$ cat src/rtl/cpu_pkg.sv
// Shared CPU encodings: write-data select codes, load funct3 encodings and
// the layout of the write-back pipeline register.
package cpu_pkg;

  // Write-data select codes
  localparam logic [1:0] WD_RETURN_PC  = 2'b00;
  localparam logic [1:0] WD_ALU_RESULT = 2'b01;
  localparam logic [1:0] WD_MEM_DATA   = 2'b10;

  // Load funct3 encodings
  localparam logic [2:0] LT_LB  = 3'b000;
  localparam logic [2:0] LT_LH  = 3'b001;
  localparam logic [2:0] LT_LW  = 3'b010;
  localparam logic [2:0] LT_LBU = 3'b100;
  localparam logic [2:0] LT_LHU = 3'b101;

  // Contents of the WB pipeline register (the optional trace pc lives outside)
  typedef struct packed {
    logic        valid;
    logic        done;
    logic        we;
    logic [4:0]  wr;
    logic [1:0]  wd_sel;
    logic [2:0]  load_type;
    logic [31:0] return_pc;
    logic [31:0] alu_result;
    logic [31:0] mem_data;
  } wb_reg_t;

  // All-zero WB register image used by reset
  localparam wb_reg_t WB_REG_CLEAR = '{
    valid:      1'b0,
    done:       1'b0,
    we:         1'b0,
    wr:         5'd0,
    wd_sel:     2'b00,
    load_type:  3'b000,
    return_pc:  32'h0000_0000,
    alu_result: 32'h0000_0000,
    mem_data:   32'h0000_0000
  };

endpackage

$ cat src/rtl/load_ext.sv
// Load data extension: picks the byte/half lane addressed by the low load
// address bits and sign- or zero-extends it according to funct3.
module load_ext
  import cpu_pkg::*;
(
  input  logic [2:0]  load_type,
  input  logic [1:0]  lane,
  input  logic [31:0] data,
  output logic [31:0] ext_data
);

  logic [7:0]  byte_s;
  logic [15:0] half_s;

  // Lane selection; halves ignore lane[0] (misaligned halves are not split)
  always_comb begin
    byte_s = 8'h00;
    case (lane)
      2'b00:   byte_s = data[7:0];
      2'b01:   byte_s = data[15:8];
      2'b10:   byte_s = data[23:16];
      2'b11:   byte_s = data[31:24];
      default: byte_s = 8'h00;
    endcase
    if (lane[1]) begin
      half_s = data[31:16];
    end else begin
      half_s = data[15:0];
    end
  end

  // Extension by load type; unknown encodings return the raw word
  always_comb begin
    ext_data = data;
    case (load_type)
      LT_LB:   ext_data = {{24{byte_s[7]}}, byte_s};
      LT_LBU:  ext_data = {24'h00_0000, byte_s};
      LT_LH:   ext_data = {{16{half_s[15]}}, half_s};
      LT_LHU:  ext_data = {16'h0000, half_s};
      LT_LW:   ext_data = data;
      default: ext_data = data;
    endcase
  end

endmodule

$ cat src/rtl/wb_stage.sv
// Write-back stage: WB pipeline register, write-data mux with load
// extension, register-file write port, forwarding source and retired
// instruction counter. Defining WB_TRACE_EN adds the debug_wb_* trace
// ports and a stored WB pc; without it pc_i is unused.
module wb_stage
  import cpu_pkg::*;
#(
  parameter logic [1:0] RETURN_PC  = WD_RETURN_PC,
  parameter logic [1:0] ALU_RESULT = WD_ALU_RESULT,
  parameter logic [1:0] MEM_DATA   = WD_MEM_DATA
) (
  input  logic        clk_i,
  input  logic        reset_i,
  input  logic        valid_i,
  input  logic        stall_i,
  input  logic        flush_i,
  input  logic [31:0] pc_i,
  input  logic [31:0] return_pc_i,
  input  logic [31:0] alu_result_i,
  input  logic [31:0] mem_data_i,
  input  logic [1:0]  wd_sel_i,
  input  logic [4:0]  wr_i,
  input  logic        we_i,
  input  logic [2:0]  load_type_i,
  output logic        rf_we_o,
  output logic [4:0]  rf_wr_o,
  output logic [31:0] rf_wd_o,
  output logic        fwd_valid_o,
  output logic [4:0]  fwd_wr_o,
  output logic [31:0] fwd_wd_o,
  output logic [63:0] instret_o
`ifdef WB_TRACE_EN
  ,
  output logic        debug_wb_have_inst_o,
  output logic [31:0] debug_wb_pc_o,
  output logic        debug_wb_ena_o,
  output logic [4:0]  debug_wb_reg_o,
  output logic [31:0] debug_wb_value_o
`endif
);

  wb_reg_t     wb_r;
  wb_reg_t     capture_s;
  logic [63:0] instret_r;
  logic [31:0] load_data_s;
  logic        retire_s;
  logic        writes_reg_s;
  logic [31:0] wd_s;

  // Snapshot of the MEM-stage inputs as they would enter the WB register
  always_comb begin
    capture_s            = WB_REG_CLEAR;
    capture_s.valid      = valid_i;
    capture_s.done       = 1'b0;
    capture_s.we         = we_i;
    capture_s.wr         = wr_i;
    capture_s.wd_sel     = wd_sel_i;
    capture_s.load_type  = load_type_i;
    capture_s.return_pc  = return_pc_i;
    capture_s.alu_result = alu_result_i;
    capture_s.mem_data   = mem_data_i;
  end

  // WB register: reset > flush (bubble) > stall (hold, mark done) > capture
  always_ff @(posedge clk_i) begin
    if (reset_i) begin
      wb_r <= WB_REG_CLEAR;
    end else if (flush_i) begin
      wb_r       <= capture_s;
      wb_r.valid <= 1'b0;
    end else if (stall_i) begin
      wb_r.done <= wb_r.done | wb_r.valid;
    end else begin
      wb_r <= capture_s;
    end
  end

  // An instruction retires on its first WB cycle only
  assign retire_s     = wb_r.valid & ~wb_r.done;
  assign writes_reg_s = wb_r.valid & wb_r.we & (wb_r.wr != 5'd0);

  // Retired-instruction counter, wraps naturally at 2^64
  always_ff @(posedge clk_i) begin
    if (reset_i) begin
      instret_r <= 64'd0;
    end else if (retire_s) begin
      instret_r <= instret_r + 64'd1;
    end else begin
      instret_r <= instret_r;
    end
  end

  load_ext u_load_ext (
    .load_type (wb_r.load_type),
    .lane      (wb_r.alu_result[1:0]),
    .data      (wb_r.mem_data),
    .ext_data  (load_data_s)
  );

  // Write-data select from the WB register
  always_comb begin
    wd_s = 32'h0000_0000;
    case (wb_r.wd_sel)
      RETURN_PC:  wd_s = wb_r.return_pc;
      ALU_RESULT: wd_s = wb_r.alu_result;
      MEM_DATA:   wd_s = load_data_s;
      default:    wd_s = 32'h0000_0000;
    endcase
  end

  assign rf_we_o     = writes_reg_s & ~wb_r.done;
  assign rf_wr_o     = wb_r.wr;
  assign rf_wd_o     = wd_s;
  // Forwarding stays live for the whole stall, unlike the RF write strobe
  assign fwd_valid_o = writes_reg_s;
  assign fwd_wr_o    = wb_r.wr;
  assign fwd_wd_o    = wd_s;
  assign instret_o   = instret_r;

`ifdef WB_TRACE_EN
  logic [31:0] pc_r;

  // Trace pc follows the same capture/hold/flush rules as the WB register
  always_ff @(posedge clk_i) begin
    if (reset_i) begin
      pc_r <= 32'h0000_0000;
    end else if (flush_i) begin
      pc_r <= pc_i;
    end else if (stall_i) begin
      pc_r <= pc_r;
    end else begin
      pc_r <= pc_i;
    end
  end

  assign debug_wb_have_inst_o = retire_s;
  assign debug_wb_pc_o        = pc_r;
  assign debug_wb_ena_o       = rf_we_o;
  assign debug_wb_reg_o       = rf_wr_o;
  assign debug_wb_value_o     = rf_wd_o;
`else
  logic unused_pc_s;
  assign unused_pc_s = ^pc_i;
`endif

endmodule

$ cat config.mk
export PLATFORM = sky130hd
export DESIGN_NAME = wb_stage
export DESIGN_NICKNAME = d
export VERILOG_FILES = /design/src/rtl/cpu_pkg.sv /design/src/rtl/load_ext.sv /design/src/rtl/wb_stage.sv
export SDC_FILE = /design/constraint.sdc
export NUM_CORES = 1
export LEC_CHECK = 0
export CAP_MARGIN = 40
export CORE_MARGIN = 4
export CORE_UTILIZATION = 23
export CTS_CLUSTER_SIZE = 40
export DETAILED_ROUTE_END_ITERATION = 10
export SYNTH_ARGS = -nofsm -noshare
export SYNTH_HDL_FRONTEND = slang
export SYNTH_SLANG_ARGS = --single-unit
$ cat constraint.sdc
create_clock -name clk_i -period 3.15 [get_ports clk_i]
set_input_delay 0.7875 -clock clk_i [delete_from_list [all_inputs] [get_ports clk_i]]
set_output_delay 0.7875 -clock clk_i [all_outputs]
set_load 0.01 [all_outputs]
Word level (Yosys, flattened, before mapping)
Index checks and enable logic that the tools add are counted.
{"block": "classes", "muxes": 6, "addsub": 1, "n_reduce_logical": 6, "n_eq_ne": 9, "bitwise": 7}
{"op": "$mux 107", "count": 2}
{"op": "$pmux 32 s4", "count": 1}
{"op": "$pmux 32 s3", "count": 1}
{"op": "$add 64x1->64 const B", "count": 1}
{"op": "$pmux 8 s4", "count": 1}
{"op": "$mux 16", "count": 1}
{"op": "$eq 2x2->1 const B", "count": 3}
{"op": "$eq 3x3->1 const B", "count": 2}
{"op": "$reduce_bool 5->1", "count": 1}
{"op": "$and 1x1->1", "count": 4}
{"op": "$eq 2x1->1 const B", "count": 2}
{"op": "$logic_not 2->1", "count": 2}
{"op": "$eq 3x1->1 const B", "count": 1}
{"op": "$logic_not 3->1", "count": 1}
{"op": "$reduce_or 3->1", "count": 1}
{"op": "$ne 2x1->1 const B", "count": 1}
{"op": "$not 1->1", "count": 2}
{"op": "$reduce_or 2->1", "count": 1}
{"op": "$or 1x1->1", "count": 1}
{"block": "totals", "input_bits": 144, "ff_bits": 173, "output_inout_bits": 140}

Depth between registers and ports, before layout
{"block": "logic_depth", "word_depth": 4, "depth_mapped": 9}

Cells and area by module
A second synthesis with hierarchy kept.
{"block": "unflattened", "hier_cells": 1112, "area_unflattened_um2": 8450.6}
{"mod": "wb_stage", "area_per_inst_um2": 7782.5, "instances": 1, "cells_per_inst": 1001, "seq_area_each_um2": 3463.3}
{"mod": "load_ext", "area_per_inst_um2": 668.1, "instances": 1, "cells_per_inst": 111, "seq_area_each_um2": 0.0}

Worst setup path after synthesis
OpenSTA, ideal clock, no wires.
{"block": "synth_path", "kind": "reg2out", "from": "reg wb_r[33] in the netlist's numbering", "to": "out rf_wd_o[22]", "t_required_ps": 2362, "arrival_ps": 2073, "path_stages_with_launch": 9, "setup_slack_ps": 290, "path_cell_list": "dfxtp_1 buf_2 mux2_1 nor2_1 a2111oi_2 buf_2 a21oi_1 o22ai_1 buf_4"}
{"block": "synth_between", "elab_chain_len": 4, "word_cells_on_any_way": 8, "cone_classes": "eq/ne (3); mux (4); reduce/logical (1)"}
{"item": "start, declared", "line_no": "wb_stage.sv:42", "rtl": "wb_reg_t wb_r;"}
{"item": "start signal, assigned", "line_no": "wb_stage.sv:69", "rtl": "wb_r <= capture_s;"}
{"item": "start signal, assigned", "line_no": "wb_stage.sv:74", "rtl": "wb_r <= capture_s;"}
{"item": "$eq 2x2->1, or another cell as far along", "line_no": "load_ext.sv:18", "rtl": "case (lane)"}
{"item": "$pmux 8 s4", "line_no": "load_ext.sv:18"}
{"item": "$pmux 32 s4 (*)", "line_no": "load_ext.sv:35", "rtl": "case (load_type)"}
{"item": "$pmux 32 s3 (*)", "line_no": "wb_stage.sv:103", "rtl": "case (wb_r.wd_sel)"}
{"item": "end, declared", "line_no": "wb_stage.sv:27", "rtl": "output logic [31:0] rf_wd_o,"}
Every way passes the cells marked *; elsewhere a longest branch is shown, timed or not.

Worst setup path in the final report
{"block": "layout_path", "from": "reg wb_r[33] in the netlist's numbering", "to": "out fwd_wd_o[15]"}
{"block": "layout_between", "elab_chain_len": 4, "word_cells_on_any_way": 8, "cone_classes": "eq/ne (3); mux (4); reduce/logical (1)"}
{"item": "$eq 2x2->1, or another cell as far along", "line_no": "load_ext.sv:18"}
{"item": "$pmux 8 s4", "line_no": "load_ext.sv:18"}
{"item": "$pmux 32 s4 (*)", "line_no": "load_ext.sv:35"}
{"item": "$pmux 32 s3 (*)", "line_no": "wb_stage.sv:103"}
{"item": "end, declared", "line_no": "wb_stage.sv:30", "rtl": "output logic [31:0] fwd_wd_o,"}
Marks and branches as above.

==> impl_metrics.yaml <==
finish:
  nFillCells: 3666
  area_growth_pct: 43.3
  drive_above_1_share_pct: 12.9
  final_nets: 1379
  antenna_cells: 0
yosys:
  yosys.area.top_type_share_pct: 42.4
  ys_top_cells_by_count: "nand2_1 (242), dfxtp_1 (173), a21oi_1 (159)"
  synthDistinctLibCells: 50
  yosys_most_used_dff: "dfxtp_1"
  synth_edf_count: 0
  synthArstFlopShare_pct: 0
  synth_cells: 1049
  avgSynthCellArea_um2: 7.79
  syn_area_um2: 8180
  ys_warn_count: 0
  synth_top_cell_by_area: "dfxtp_1"
  seq_area_frac_synth_pct: 42.4
  synth-seq-cells: 173
  synth.most_common_cell: "nand2_1"
  syn_nets: 1194
  yosys-top-cells-area: "dfxtp_1 (42%), nand2_1 (11%), a21oi_1 (9.7%)"
drt:
  drc_errors: 0
  avgViaCountPerCell: 4.72
  drt_first_iter_violations: 359
  ant_nets: 0
  vias: 8023
  drt_pass1_iterations: 5
  wire_per_inst_um: 17.7
  drt_wl_total_um: 30200
critical_path:
  worstSetupPathType: "flip-flop to output port"
  rr_worst_depth: 6
  cp.required_ns: 2.36
  cp_data_arrival_time_ns: 2.30
  start_kind: "flip-flop"
  worstPathMaxFanout: 8
  crit_path_end_kind: "output port"
timing:
  setup_ws_ns: 0.0664
  tightest_slew_ns: 0.904
  rsz0062_at_grt: "yes"
  min_period_ns: 3.08
  slew_headroom_pct: 39.2
  hold_ws_ns: 0.450
  hold_viol_final: 0
  maxSlewViolCount: 0
  max_freq_ghz: 0.324
  clock_skew_ns: 0.0101
  finalCritPeriodShare_pct: 97.9
  setup_viol: 0
outcome:
  status: "complete, no violations"
clocking:
  clk_latency_ns: 0.43
  cts_tree: "yes"
  cts-buffers-inserted: 17
  cts_buffer_depth: 2
  cts_max_level: 4
  cts_hold_buffers: 0
  clkTransAtPathRegs_ns: 0.07
  clockRootBuffer: "clkbuf_16"
  cts.sinks: 173
min_path:
  hold_depth: 2
  min_path_type: "flip-flop to flip-flop"
place:
  post-place-ws_ns: 0.0522
  hpwl_um: 22000
  place_congestion: 0.875
  io_buffer_count: 251
run:
  maxCapViolations: 0
die:
  dieArea_um2: 38600
  die_x_um: 197
  io_pins: 284
  floorplan.initialDensity_pct: 23.5
  die_h_um: 197
  fp.coreArea_um2: 34800
  placementRows: 68
grt:
  grt_pass1_vias: 7908
  met1_usage_pct: 18.3
  grt_pass1_wl_um: 45600
  busiest_layer: "met2"
  grt.met3_usage_pct: 5.23
  grt-ovfl-total: 0
  grt_start_max_net_pins: 66
  grt_use_met2_pct: 25.2
  antenna_found_initial: 6
  grt_util_all_layers_pct: 15.0
power:
  p_per_area_nw_per_um2: 478
  power.total_mw: 5.60
  p_leak_nw: 4.30
  ir_drop_uv: 386
## through the flow
stage / area [µm²] / utilization [%] / TNS, ns / cells
after global routing: 11700 / 33.7 / -0.205 / 1700
after floorplan: 8180 / - / 0 / 1049
after global placement: 10900 / 31.4 / 0 / 1664
final: 11700 / 33.7 / 0 / 1700
after detailed placement: 10900 / 31.4 / 0 / 1664
after CTS: 11700 / 33.6 / -0.864 / 1698
## kinds of logic after synthesis
group                      count (synthesis)  share of synthesized area, %
DFF                                      173                          42.4
buffers and inverters                    128                          8.05
and+or+nand+nor                          427                          24.1
AOI/OAI and AO/OA                        241                          16.0
adders and majority gates                  1                         0.153
xor gates and xnor gates                  35                          3.75
muxes                                     44                          5.54
## path summary, 6_finish.rpt
path	end	from	slack, ns
max reg2reg	instret_o[42]	instret_o[0]	0.50
min reg2reg	wb_r[75]	wb_r[75]	0.45
min	wb_r[75]	wb_r[75]	0.45
max	fwd_wd_o[15]	wb_r[33]	0.07
## sequential cells by signal (all words and copies together) (netlist names)
signal,cells
fwd_wr_o,5
wb_r,104
instret_o,64
## layout by cell type, fill, tap and decap left out, types with 5 or more instances in the layout
| master | instances |
|---|---|
| and3_1 | 6 |
| a21oi_2 | 8 |
| and4_1 | 7 |
| o221ai_2 | 5 |
| or3_1 | 21 |
| clkdlybuf4s50_1 | 192 |
| dfxtp_1 | 169 |
| xnor2_1 | 19 |
| o21ai_0 | 30 |
| bufinv_16 | 6 |
| dlygate4sd2_1 | 20 |
| a21oi_1 | 151 |
| or4_1 | 5 |
| o22ai_2 | 17 |
| mux2_2 | 10 |
| clkbuf_16 | 17 |
| o22ai_1 | 13 |
| nor2b_1 | 6 |
| buf_4 | 24 |
| nor2_1 | 54 |
| inv_1 | 12 |
| buf_2 | 6 |
| nor4_1 | 13 |
| nand4_1 | 21 |
| xor2_1 | 16 |
| mux2i_1 | 34 |
| clkbuf_2 | 23 |
| nor3_1 | 8 |
| nand3_1 | 18 |
| nand2_1 | 241 |
| buf_12 | 6 |
## where the power goes
group / total (mW) / internal (mW) / switching, mW
combinational: 0.850 / 0.403 / 0.447
clock: 2.41 / 1.52 / 0.891
sequential: 2.34 / 2.27 / 0.0655
total: 5.60 / 4.20 / 1.40
## routing by layer
| metal | vias up | routed length, µm |
|---|---|---|
| met5 | - | 69 |
| met4 | 10 | 614 |
| met3 | 39 | 2470 |
| met2 | 262 | 14400 |
| met1 | 3777 | 12600 |
| li1 | 3935 | - |
## layout make-up
cell class,count,area [µm²],area share [%]
Clock buffer,23,468,3.99
Clock inverter,7,185,1.58
Tap cell,455,569,4.86
Timing Repair Buffer,281,2660,22.7
Inverter,13,52.6,0.449
Multi-Input combinational cell,748,4320,36.8
Sequential cell,173,3470,29.6
## critical path, cell delays in order (launching register included)
cell             delay (ns)
dfxtp_2                0.37
mux2_2                 0.40
or2_2                  0.31
a31o_4                 0.27
a21oi_2                0.13
o22ai_2                0.12
clkdlybuf4s15_2        0.26
## what timing repair did
action | in CTS | in global routing
setup endpoints to repair | 64 | 54
pin swaps | 1 | 1
gates cloned | 1 | 0
buffers inserted | 3 | 2
gates resized for setup | 118 | 66
No activity file was read; power rests on OpenSTA's default activity.
